==> src/rtl/bip_debug_sequencer.sv <==
// rtl/bip_debug_sequencer.sv - UART-driven load/run/step sequencer for the BIP CPU.
// Optional BIP_CYCLE_COUNT_EN appends a 16-bit valid-cycle count to the report frame.
module bip_debug_sequencer #(
  parameter int NB_DATA            = 16,
  parameter int LOG2_N_INSMEM_ADDR = 11,
  parameter int N_INSMEM_ADDR      = 2048,
  parameter int NB_BYTE            = 8
) (
  input  logic                          i_clock,
  input  logic                          i_reset,
  input  logic [NB_BYTE-1:0]            i_rx_data,
  input  logic                          i_rx_valid,
  output logic [NB_BYTE-1:0]            o_tx_data,
  output logic                          o_tx_start,
  input  logic                          i_tx_done,
  output logic                          o_imem_wr_en,
  output logic [LOG2_N_INSMEM_ADDR-1:0] o_imem_addr,
  output logic [NB_DATA-1:0]            o_imem_wr_data,
  output logic                          o_cpu_valid,
  output logic                          o_cpu_reset,
  input  logic                          i_cpu_halt,
  input  logic [LOG2_N_INSMEM_ADDR-1:0] i_pc,
  input  logic [NB_DATA-1:0]            i_acc
);

`ifdef BIP_CYCLE_COUNT_EN
  localparam int N_FRAME_BYTES = 6;
`else
  localparam int N_FRAME_BYTES = 4;
`endif
  localparam int NB_FRAME = N_FRAME_BYTES * NB_BYTE;

  localparam logic [NB_BYTE-1:0] CMD_LOAD = 8'h4C;
  localparam logic [NB_BYTE-1:0] CMD_RUN  = 8'h52;
  localparam logic [NB_BYTE-1:0] CMD_STEP = 8'h53;
  localparam logic [NB_BYTE-1:0] ACK_BYTE = 8'h4B;
  localparam logic [LOG2_N_INSMEM_ADDR-1:0] ADDR_LAST = LOG2_N_INSMEM_ADDR'(N_INSMEM_ADDR - 1);

  typedef enum logic [3:0] {
    IDLE, LOAD_HI, LOAD_LO, LOAD_WR, CPU_RST, RUN, STEP, TX_SEND, TX_WAIT
  } state_t;

  state_t                        state_q, state_d;
  logic [LOG2_N_INSMEM_ADDR-1:0] addr_q, addr_d;
  logic [NB_DATA-1:0]            word_q, word_d;
  logic [NB_FRAME-1:0]           shift_q, shift_d;
  logic [2:0]                    tx_left_q, tx_left_d;
  logic                          cpu_rst_q, cpu_rst_d;
  logic                          step_done_q, step_done_d;
  logic                          cpu_valid;
  logic [NB_FRAME-1:0]           report;

`ifdef BIP_CYCLE_COUNT_EN
  logic [15:0] cycle_q, cycle_d;

  assign report = {{(NB_DATA-LOG2_N_INSMEM_ADDR){1'b0}}, i_pc, i_acc, cycle_q};

  always_comb begin
    cycle_d = cycle_q;
    if (state_q == CPU_RST || (state_q == IDLE && i_rx_valid && i_rx_data == CMD_STEP)) begin
      cycle_d = '0;
    end else if (cpu_valid && cycle_q != 16'hFFFF) begin
      cycle_d = cycle_q + 16'd1;
    end
  end

  always_ff @(posedge i_clock) begin
    if (i_reset) cycle_q <= '0;
    else         cycle_q <= cycle_d;
  end
`else
  assign report = {{(NB_DATA-LOG2_N_INSMEM_ADDR){1'b0}}, i_pc, i_acc};
`endif

  always_comb begin
    state_d     = state_q;
    addr_d      = addr_q;
    word_d      = word_q;
    shift_d     = shift_q;
    tx_left_d   = tx_left_q;
    cpu_rst_d   = cpu_rst_q;
    step_done_d = 1'b0;
    cpu_valid   = 1'b0;
    case (state_q)
      IDLE: begin
        if (i_rx_valid) begin
          case (i_rx_data)
            CMD_LOAD: begin
              state_d   = LOAD_HI;
              cpu_rst_d = 1'b1;
              addr_d    = '0;
            end
            CMD_RUN: begin
              state_d   = CPU_RST;
              cpu_rst_d = 1'b1;
            end
            CMD_STEP: state_d = STEP;
            default:  state_d = IDLE;
          endcase
        end
      end
      LOAD_HI: begin
        if (i_rx_valid) begin
          word_d  = {i_rx_data, word_q[7:0]};
          state_d = LOAD_LO;
        end
      end
      LOAD_LO: begin
        if (i_rx_valid) begin
          word_d  = {word_q[15:8], i_rx_data};
          state_d = LOAD_WR;
        end
      end
      LOAD_WR: begin
        if (word_q == '0 || addr_q == ADDR_LAST) begin
          shift_d   = {ACK_BYTE, {(NB_FRAME-NB_BYTE){1'b0}}};
          tx_left_d = 3'd1;
          state_d   = TX_SEND;
        end else begin
          addr_d  = addr_q + 1'b1;
          state_d = LOAD_HI;
        end
      end
      CPU_RST: begin
        cpu_rst_d = 1'b0;
        state_d   = RUN;
      end
      RUN: begin
        if (i_cpu_halt) begin
          shift_d   = report;
          tx_left_d = 3'(N_FRAME_BYTES);
          state_d   = TX_SEND;
        end else begin
          cpu_valid = 1'b1;
        end
      end
      // Second STEP cycle samples PC/ACC after the CPU has advanced.
      STEP: begin
        if (!step_done_q) begin
          cpu_valid   = 1'b1;
          step_done_d = 1'b1;
        end else begin
          shift_d   = report;
          tx_left_d = 3'(N_FRAME_BYTES);
          state_d   = TX_SEND;
        end
      end
      TX_SEND: state_d = TX_WAIT;
      TX_WAIT: begin
        if (i_tx_done) begin
          shift_d   = shift_q << NB_BYTE;
          tx_left_d = tx_left_q - 3'd1;
          state_d   = (tx_left_q == 3'd1) ? IDLE : TX_SEND;
        end
      end
      default: state_d = IDLE;
    endcase
  end

  always_ff @(posedge i_clock) begin
    if (i_reset) begin
      state_q     <= IDLE;
      addr_q      <= '0;
      word_q      <= '0;
      shift_q     <= '0;
      tx_left_q   <= '0;
      cpu_rst_q   <= 1'b1;
      step_done_q <= 1'b0;
    end else begin
      state_q     <= state_d;
      addr_q      <= addr_d;
      word_q      <= word_d;
      shift_q     <= shift_d;
      tx_left_q   <= tx_left_d;
      cpu_rst_q   <= cpu_rst_d;
      step_done_q <= step_done_d;
    end
  end

  assign o_tx_data      = shift_q[NB_FRAME-1 -: NB_BYTE];
  assign o_tx_start     = (state_q == TX_SEND);
  assign o_imem_wr_en   = (state_q == LOAD_WR);
  assign o_imem_addr    = addr_q;
  assign o_imem_wr_data = word_q;
  assign o_cpu_valid    = cpu_valid;
  assign o_cpu_reset    = cpu_rst_q;

endmodule

==> config.mk <==
export PLATFORM = sky130hd
export DESIGN_NAME = bip_debug_sequencer
export DESIGN_NICKNAME = d
export VERILOG_FILES = /design/src/rtl/bip_debug_sequencer.sv
export SDC_FILE = /design/constraint.sdc
export NUM_CORES = 1
export LEC_CHECK = 0
export ABC_CLOCK_PERIOD_IN_PS = 2300
export CAP_MARGIN = 20
export CELL_PAD_IN_SITES_DETAIL_PLACEMENT = 0
export CELL_PAD_IN_SITES_GLOBAL_PLACEMENT = 1
export CORE_UTILIZATION = 34
export DETAILED_ROUTE_END_ITERATION = 10
export PLACE_DENSITY = 0.81
export SLEW_MARGIN = 0
export SYNTH_ARGS = -nofsm -noshare
export SYNTH_HDL_FRONTEND = slang
export SYNTH_SLANG_ARGS = --single-unit
==> constraint.sdc <==
create_clock -name i_clock -period 2.3 [get_ports i_clock]
set_clock_uncertainty 0.2 [all_clocks]
set_input_delay 0.46 -clock i_clock [delete_from_list [all_inputs] [get_ports i_clock]]
set_output_delay 0.46 -clock i_clock [all_outputs]
set_load 0.05 [all_outputs]
* Word level (Yosys, flattened, before mapping)
Cells that the tools add are included.
Operators by class: eq/ne operators 23, bitwise operators 3, add/subtract/negate cells 2, reductions and logical operators 14, mux-type cells 33
Operators by type and width (count):
- 2-to-1 mux 32 bit | 4
- one-hot mux 32 bit (4 select lines) | 1
- one-hot mux 4 bit (9 select lines) | 1
- 2-to-1 mux 11 bit | 3
- one-hot mux 16 bit (2 select lines) | 1
- equality test 8 x 7 -> 1 bit, second input constant | 3
- 2-to-1 mux 4 bit | 6
- one-hot mux 11 bit (2 select lines) | 1
- 2-to-1 mux 3 bit | 6
- equality test 4 x 3 -> 1 bit, second input constant | 4
- logical NOT 16 bit | 1
- 2-to-1 mux 16 bit | 1
- inequality test 2 bit, second input constant | 8
- one-hot mux 3 bit (4 select lines) | 1
- adder 11 x 1 -> 11 bit, second input constant | 1
- equality test 11 bit, second input constant | 1
- one-hot mux 3 bit (3 select lines) | 1
- AND reduction 3 bit | 3
- equality test 4 x 2 -> 1 bit, second input constant | 2
- 2-to-1 mux 8 bit | 1
- AND reduction 6 bit | 1
- AND reduction 5 bit | 1
- equality test 4 x 1 -> 1 bit, second input constant | 1
- equality test 4 bit, second input constant | 1
- other kinds (12) | 21
Storage, ports and cells: input bits 40, word-level logic and storage cells 83, output and inout port bits 39, register bits after elaboration 68

* Depth between registers and ports, before layout
Gate-level depths: netlist of run 1.
depth in word-level cells 5, gate-level depth with buffers 9, gate-level depth less buffers 7

* Least setup slack after synthesis of run 1
No wires, ideal clock.
kind reg2reg, start point register addr_q[0], in the netlist o_imem_addr[0], end point register shift_q[20], clock period less this slack 2494 ps, buffers on the path 2, cell stages (with the launch flop) 9, library setup time 132 ps, arrival 2162 ps, setup slack -194 ps, data required time 1968 ps, cells stage by stage dfxtp_1 -> ha_1 -> and4_1 -> and4_1 -> buf_2 -> o21ai_2 -> clkbuf_1 -> a222oi_1 -> nor3_1
On the way: word-level cells in the longest chain between the ends 4
RTL lines:
- start: declaration | RTL line 44 | logic [LOG2_N_INSMEM_ADDR-1:0] addr_q, addr_d;
- start signal: assignment | RTL line 171 | addr_q <= addr_d;
- equality test 11 bit | RTL line 115 | if (word_q == '0 || addr_q == ADDR_LAST) begin
- logical OR 1 bit | RTL line 115
- inequality test 2 x 1 -> 1 bit (no line)
- AND reduction 5 bit (no line)
- end signal: assignment | RTL line 173 | shift_q <= shift_d;
- end: declaration | RTL line 46 | logic [NB_FRAME-1:0] shift_q, shift_d;
No other way between the ends. A chain may end at the register's enable or synchronous reset.

* Worst setup path in the final report of run 1
start point register state_q[1], end point output port o_cpu_valid
On the way: word-level cells in the longest chain between the ends 2, elaborated cells between the ends (all ways) 3, those cells by class eq/ne (2); mux (1)
RTL lines:
- start: declaration | RTL line 43 | state_t state_q, state_d;
- start signal: assignment | RTL line 170 | state_q <= state_d;
- equality test 4 x 3 -> 1 bit | RTL line 84 | case (state_q)
- one-hot mux 1 bit (2 select lines) * | RTL line 84
- end: declaration | RTL line 19 | output logic o_cpu_valid,
Mark *: on every way between the ends. The rest lies on a longest branch, timed or not.

==> results of run 1 <==
## registers in the layout, indices dropped and copies added, names as in the netlist
| register | count |
|---|---|
| o_imem_addr | 11 |
| step_done_q | 1 |
| o_imem_wr_data | 16 |
| shift_q | 32 |
| o_cpu_reset | 1 |
| state_q | 4 |
| tx_left_q | 3 |
## worst max-delay path by stage
stage / start / end / depth (start not counted)
6_report: state_q[1]$_SDFFE_PP0P_ / o_cpu_valid / 5
5_1_grt: state_q[1]$_SDFFE_PP0P_ / o_cpu_valid / 5
4_1_cts: state_q[1]$_SDFFE_PP0P_ / o_cpu_valid / 5
2_1_floorplan: o_imem_addr[2]$_SDFFE_PP0P_ / shift_q[20]$_SDFFE_PP0P_ / 7
3_5_place_dp: i_rx_data[2] / o_imem_addr[8]$_SDFFE_PP0P_ / 7
3_3_place_gp: i_rx_data[2] / o_imem_addr[6]$_SDFFE_PP0P_ / 7
## layer usage
layer | global-route usage | vias up
li1 | - | 1567
met5 | 0 | -
met1 | 0.260 | 1522
met2 | 0.273 | 99
met3 | 0.0513 | 5
met4 | 0.0495 | 0
## cell type report
type | instances | area (um2)
clock buffer | 10 | 128
clock inverter | 5 | 53.8
tap | 133 | 166
sequential | 68 | 1370
fill | 978 | 5090
multi-input combinational | 259 | 1770
timing repair buffer | 112 | 1130
inverter | 7 | 26.3
## cell usage in the layout, fill, tap and decap left out, types with 3 or more instances in the layout
cell type / synthesis / routed
nor2_1: 37 / 37
xnor2_1: 3 / 3
clkinv_2: 0 / 3
nor2b_1: 4 / 3
mux2i_1: 16 / 16
buf_12: 0 / 7
o41ai_1: 3 / 3
xor2_1: 6 / 6
o21ai_0: 7 / 7
o211ai_2: 10 / 10
nor3b_1: 4 / 3
a21oi_1: 16 / 16
dfxtp_1: 68 / 63
dfxtp_2: 0 / 4
nand3_1: 19 / 19
a222oi_1: 17 / 17
nor4b_1: 3 / 3
nand4_1: 10 / 10
nor3_1: 39 / 39
and3_1: 4 / 4
a31oi_1: 3 / 3
and4_1: 4 / 4
buf_4: 13 / 30
clkdlybuf4s50_1: 0 / 68
nand2_1: 7 / 7
nor4_1: 8 / 8
clkbuf_8: 0 / 9
dlymetal6s2s_1: 0 / 6
inv_1: 7 / 7
ha_1: 3 / 3
## through the flow
step                      hold slack, ns  instances  cell area (um2)  total power, W   util
after floorplan                    0.198        379             3400         0.00124      -
after global placement             0.209        579             4420         0.00135  0.454
after detailed placement           0.211        579             4420         0.00135  0.454
after CTS                          0.220        594             4600         0.00229  0.473
after global routing               0.244        594             4640         0.00236  0.476
final                              0.219        594             4640         0.00225  0.476
## cell families after synthesis
logic type,after synthesis
AND/OR/NAND/NOR,157
flip-flops,68
AO/OA/AOI/OAI,73
adder cells (fa/ha/maj),3
XOR/XNOR,9
buffers and inverters,52
multiplexers,17
## repair_timing
action                                  in CTS  in global routing
resized for setup                            1                 12
endpoints found under the setup margin       1                  8
setup buffers                                0                  0
pin swaps                                    0                  1
## critical path, delay by kind of cell (launching register included)
| family | cells | cell delay [ns] |
|---|---|---|
| compound gates | 1 | 0.14 |
| buf+inv | 3 | 0.39 |
| flops | 1 | 0.43 |
| simple gates | 1 | 0.33 |
## power by group through the flow
stage / clock (W) / combinational, W / sequential [W]
5_1_grt: 0.00103 / 0.000153 / 0.00118
4_1_cts: 0.000964 / 0.000144 / 0.00118
6_report: 0.000934 / 0.000143 / 0.00118
3_3_place_gp: 0 / 0.000142 / 0.00121
3_5_place_dp: 0 / 0.000143 / 0.00121
2_1_floorplan: 0 / 0.0000363 / 0.00121
==> flow_summary.ini, run 1 <==
[clock_network]
clock_sinks = 68
cts_tree = done
clkSlewWorstSetupHoldPaths_ns = 0.07
ctsHoldBuffers = 0
cts_buffers = 9
cts_max_level = 3
cts_root_buffer = clkbuf_8
cts_buffer_depth = 2
clock_latency_ns = 0.34

[place]
dp_hpwl_mm = 6.10
gp_congestion = 0.798
io_buffers = 78
pre_cts_ws_ns = -0.0629

[pwr]
irDropWorstVdd_mv = 0.250
p_per_area_mw_per_mm2 = 486
power.leakage_nw = 1.92
intPower_w = 0.00175
power_frac_comb = 0.064
seqPwrFrac = 0.522
power_switching_w = 0.000502
clkPwrFrac = 0.414
p_sw_frac = 0.222

[worst_setup_path]
r2r_cells = 6
crit_path_max_fanout = 7
crit_type = reg2out
required_ns = 1.64
cp-end-kind = output port
critPathSlowestCell = dfxtp_2
reg2reg_slack_ns = 0.12
crit_chain = nor3b_1, o21ai_2, buf_4, inv_1, buf_12
r2r-start = o_imem_wr_data[14]$_SDFFE_PP0P_
cp-start-kind = flop
worstReg2RegEnd = shift_q[5]$_SDFFE_PP0P_
cp_data_arrival_time_ns = 1.62
max_stage_delay_ns = 0.43

[yosys]
synth_top_family_by_area = simple AND/OR/NAND/NOR gates
synthFlopType = dfxtp_1
yosysMostFrequentCell = dfxtp_1
yosys-top-cells-area = dfxtp_1, nor3_1, a222oi_1, mux2i_1, nor2_1
ys_async_sr_fraction = 0
synth-seq-area-share = 0.400
synth_edf_count = 0
yosys.area_share.simple = 0.255
muxShareOfSynthArea = 0.0504
yosys.area.top_type_share = 0.400
synth_cells = 379
synth_compound_area_frac = 0.174
synth_seq_cells = 68
synth_top_cell_by_area = dfxtp_1
syn_area_mm2 = 0.00340
ys_types = 53
ys_warn_count = 0
synth-xor-area-share = 0.0232
avgSynthCellArea_um2 = 8.97
netlist_top_cells_count = dfxtp_1, nor3_1, nor2_1
synthAdderAreaFrac = 0.0110
syn_nets = 422

[drt]
wl_per_cell_um = 15.3
dr_wl_met3_um = 507
wl_met2_mm = 4.28
drtIter0Drc = 313
totalWireLength_mm = 9.07
top_layer_used = met4
firstDrtPassIters = 6
vias = 3193
drcViolationCount = 0
wl_met1_mm = 4.22
via_per_inst = 5.38
postRouteAntennaNets = 0

[global_routing]
grt_pass1_wl_mm = 14.9
antenna_found_initial = 0
grt_usage = 0.184
overflow = 0
grt_start_max_net_pins = 35
grt_pass1_vias = 2999

[hold_path]
holdCritPathClass = reg2reg
min_from = step_done_q$_SDFF_PP0_
worstHoldEndpoint = step_done_q$_SDFF_PP0_
hold_depth = 1

[die]
core_mm2 = 0.00973
fp-row-count = 36
fp.dieArea_mm2 = 0.0104
initial_core_util = 0.350
die_h_um = 102
die_width_um = 102
ios = 79

[final_layout]
diodes = 0
fin_nets = 500
drive_above_1_share = 0.171
area_growth_pct = 36.3

[status]
status = completed

[timing]
worstMarginPinSlew_ns = 0.558
worst_slack_ns = 0.0235
min_period_ns = 2.28
fmax_mhz = 439
relSlewSlack = 0.627
tns_ns = 0
slew_violations = 0
period_share = 0.990
grt_setup_unrepaired = yes
setup_violations = 0
hold_viol_final = 0

[run]
maxCapViolations = 0
No activity file was read; power rests on OpenSTA's default activity.
==> run 2: changes to the inputs <==
--- a/config.mk
+++ b/config.mk
@@ -6,12 +6,13 @@
 export NUM_CORES = 1
 export LEC_CHECK = 0
 export ABC_CLOCK_PERIOD_IN_PS = 2300
-export CAP_MARGIN = 20
 export CELL_PAD_IN_SITES_DETAIL_PLACEMENT = 0
 export CELL_PAD_IN_SITES_GLOBAL_PLACEMENT = 1
 export CORE_UTILIZATION = 34
 export DETAILED_ROUTE_END_ITERATION = 10
+export GPL_ROUTABILITY_DRIVEN = 0
 export PLACE_DENSITY = 0.81
+export SKIP_LAST_GASP = 1
 export SLEW_MARGIN = 0
 export SYNTH_ARGS = -nofsm -noshare
 export SYNTH_HDL_FRONTEND = slang
==> run 2 against run 1 <==
Wire length about the same. Clock power up 0.4%. Combinational power is essentially flat. Sequential power barely moved. First-iteration DRC count is 1.9% higher. Core utilization hardly changed. Sequential share of layout area barely moved. Fmax down 0.26%. Critical path type unchanged.
==> flow_summary.ini, run 2 (synthesis results as in run 1) <==
[pwr]
p_total_w = 0.00226
irDropWorstVdd_mv = 0.250
p_per_area_mw_per_mm2 = 488
power.leakage_nw = 1.92

[final_layout]
area_growth_pct = 36.2
fin_nets = 500
fin_util = 0.476
largest_reg_flops = 32
drive_above_1_share = 0.171
final_cell_mix = clkdlybuf4s50_1, dfxtp_1, nor3_1, nor2_1, buf_4
diodes = 0
regMostFlops = shift_q
final_common_cell = clkdlybuf4s50_1

[hold_path]
holdCritPathClass = reg2reg

[timing]
fmax_mhz = 438
period_share = 0.992
timing.hold.ws_ns = 0.219
worstMarginPinSlew_ns = 0.564
setup_violations = 0
min_period_ns = 2.28
hold_viol_final = 0
slew_violations = 0
grt_setup_unrepaired = yes
relSlewSlack = 0.623

[clock_network]
cts_setup_buffers = 0
cts_max_level = 3
clock_sinks = 68
cts_buffers = 9
clkSlewWorstSetupHoldPaths_ns = 0.07
cts_buffer_depth = 2
ctsHoldBuffers = 0
clock_latency_ns = 0.34
cts_tree = done
cts_root_buffer = clkbuf_8

[drt]
wl_per_cell_um = 15.3
drtIter0Drc = 319
postRouteAntennaNets = 0
firstDrtPassIters = 7
vias = 3215
via_per_inst = 5.41
drcViolationCount = 0
totalWireLength_mm = 9.08

[global_routing]
grt_pass1_vias = 2999
overflow = 0
grt_pass1_wl_mm = 14.9
grt_usage = 0.184
grt_start_max_net_pins = 35
antenna_found_initial = 0

[worst_setup_path]
cp-end-kind = output port
crit_type = reg2out
crit_path_max_fanout = 7
cp-start-kind = flop
cp_data_arrival_time_ns = 1.62
required_ns = 1.64

[run]
maxCapViolations = 0

[place]
io_buffers = 78
dp_hpwl_mm = 6.10

[die]
core_mm2 = 0.00973
fp.dieArea_mm2 = 0.0104
initial_core_util = 0.350
ios = 79
die_h_um = 102
fp-row-count = 36
die_width_um = 102

[status]
status = completed
[run 2: worst paths after layout]
check	from	endpoint	slack, ns	depth (start not counted)
hold reg to reg	step_done_q$_SDFF_PP0_	step_done_q$_SDFF_PP0_	0.22	1
setup / recovery	state_q[1]$_SDFFE_PP0P_	o_cpu_valid	0.02	5
setup reg to reg	o_imem_wr_data[14]$_SDFFE_PP0P_	shift_q[5]$_SDFFE_PP0P_	0.12	6
hold / removal	step_done_q$_SDFF_PP0_	step_done_q$_SDFF_PP0_	0.22	1
[run 2: routing by layer]
metal / part of all wire / GRT usage / wire [um] / vias to the layer above
li1: - / - / - / 1568
met1: 0.46 / 0.260 / 4160 / 1544
met3: 0.057 / 0.0513 / 513 / 7
met4: 0.0084 / 0.0495 / 76 / 0
met5: 0 / 0 / 0 / -
met2: 0.48 / 0.273 / 4330 / 96
[run 2: per-stage QoR]
step | cell area (um2) | cells | setup TNS [ns] | setup slack [ns]
2_1_floorplan | 3400 | 379 | 0 | 0.00529
3_3_place_gp | 4420 | 579 | -0.228 | -0.0391
3_5_place_dp | 4420 | 579 | -0.397 | -0.0629
4_1_cts | 4600 | 594 | 0 | 0.00844
5_1_grt | 4630 | 594 | -0.105 | -0.0792
6_report | 4630 | 594 | 0 | 0.0175
[run 2: layout make-up]
| class | count | area, um2 |
|---|---|---|
| Clock buffer | 10 | 128 |
| Inverter | 7 | 26.3 |
| Clock inverter | 5 | 53.8 |
| Multi-Input combinational cell | 259 | 1770 |
| Sequential cell | 68 | 1370 |
| Tap cell | 133 | 166 |
| Fill cell | 978 | 5100 |
| Timing Repair Buffer | 112 | 1130 |
[run 2: critical path, stage by stage (launching register included)]
cell and delay (ns):
dfxtp_2 0.43, nor3b_1 0.33, o21ai_2 0.14, buf_4 0.16, inv_1 0.09, buf_12 0.14
[run 2: report_power, final]
| part | switching [W] | internal, W | leakage [nW] |
|---|---|---|---|
| clock network | 0.000447 | 0.000491 | 0.0959 |
| logic | 0.0000576 | 0.0000854 | 1.28 |
| registers | 0.00000131 | 0.00118 | 0.550 |
| total | 0.000506 | 0.00175 | 1.92 |
[run 2: timing repair]
item | 4_1_cts | 5_1_grt
pin swaps | 0 | 1
endpoints found under the setup margin | 1 | 8
resized for setup | 1 | 11
==> run 3: changes to the inputs <==
--- a/config.mk
+++ b/config.mk
@@ -6,6 +6,7 @@
 export NUM_CORES = 1
 export LEC_CHECK = 0
 export ABC_CLOCK_PERIOD_IN_PS = 2300
+export CAP_MARGIN = 20
 export CELL_PAD_IN_SITES_DETAIL_PLACEMENT = 0
 export CELL_PAD_IN_SITES_GLOBAL_PLACEMENT = 1
 export CORE_UTILIZATION = 34
==> results of run 3 <==
The final DEF is identical to that of run 2; final timing and power are the same.
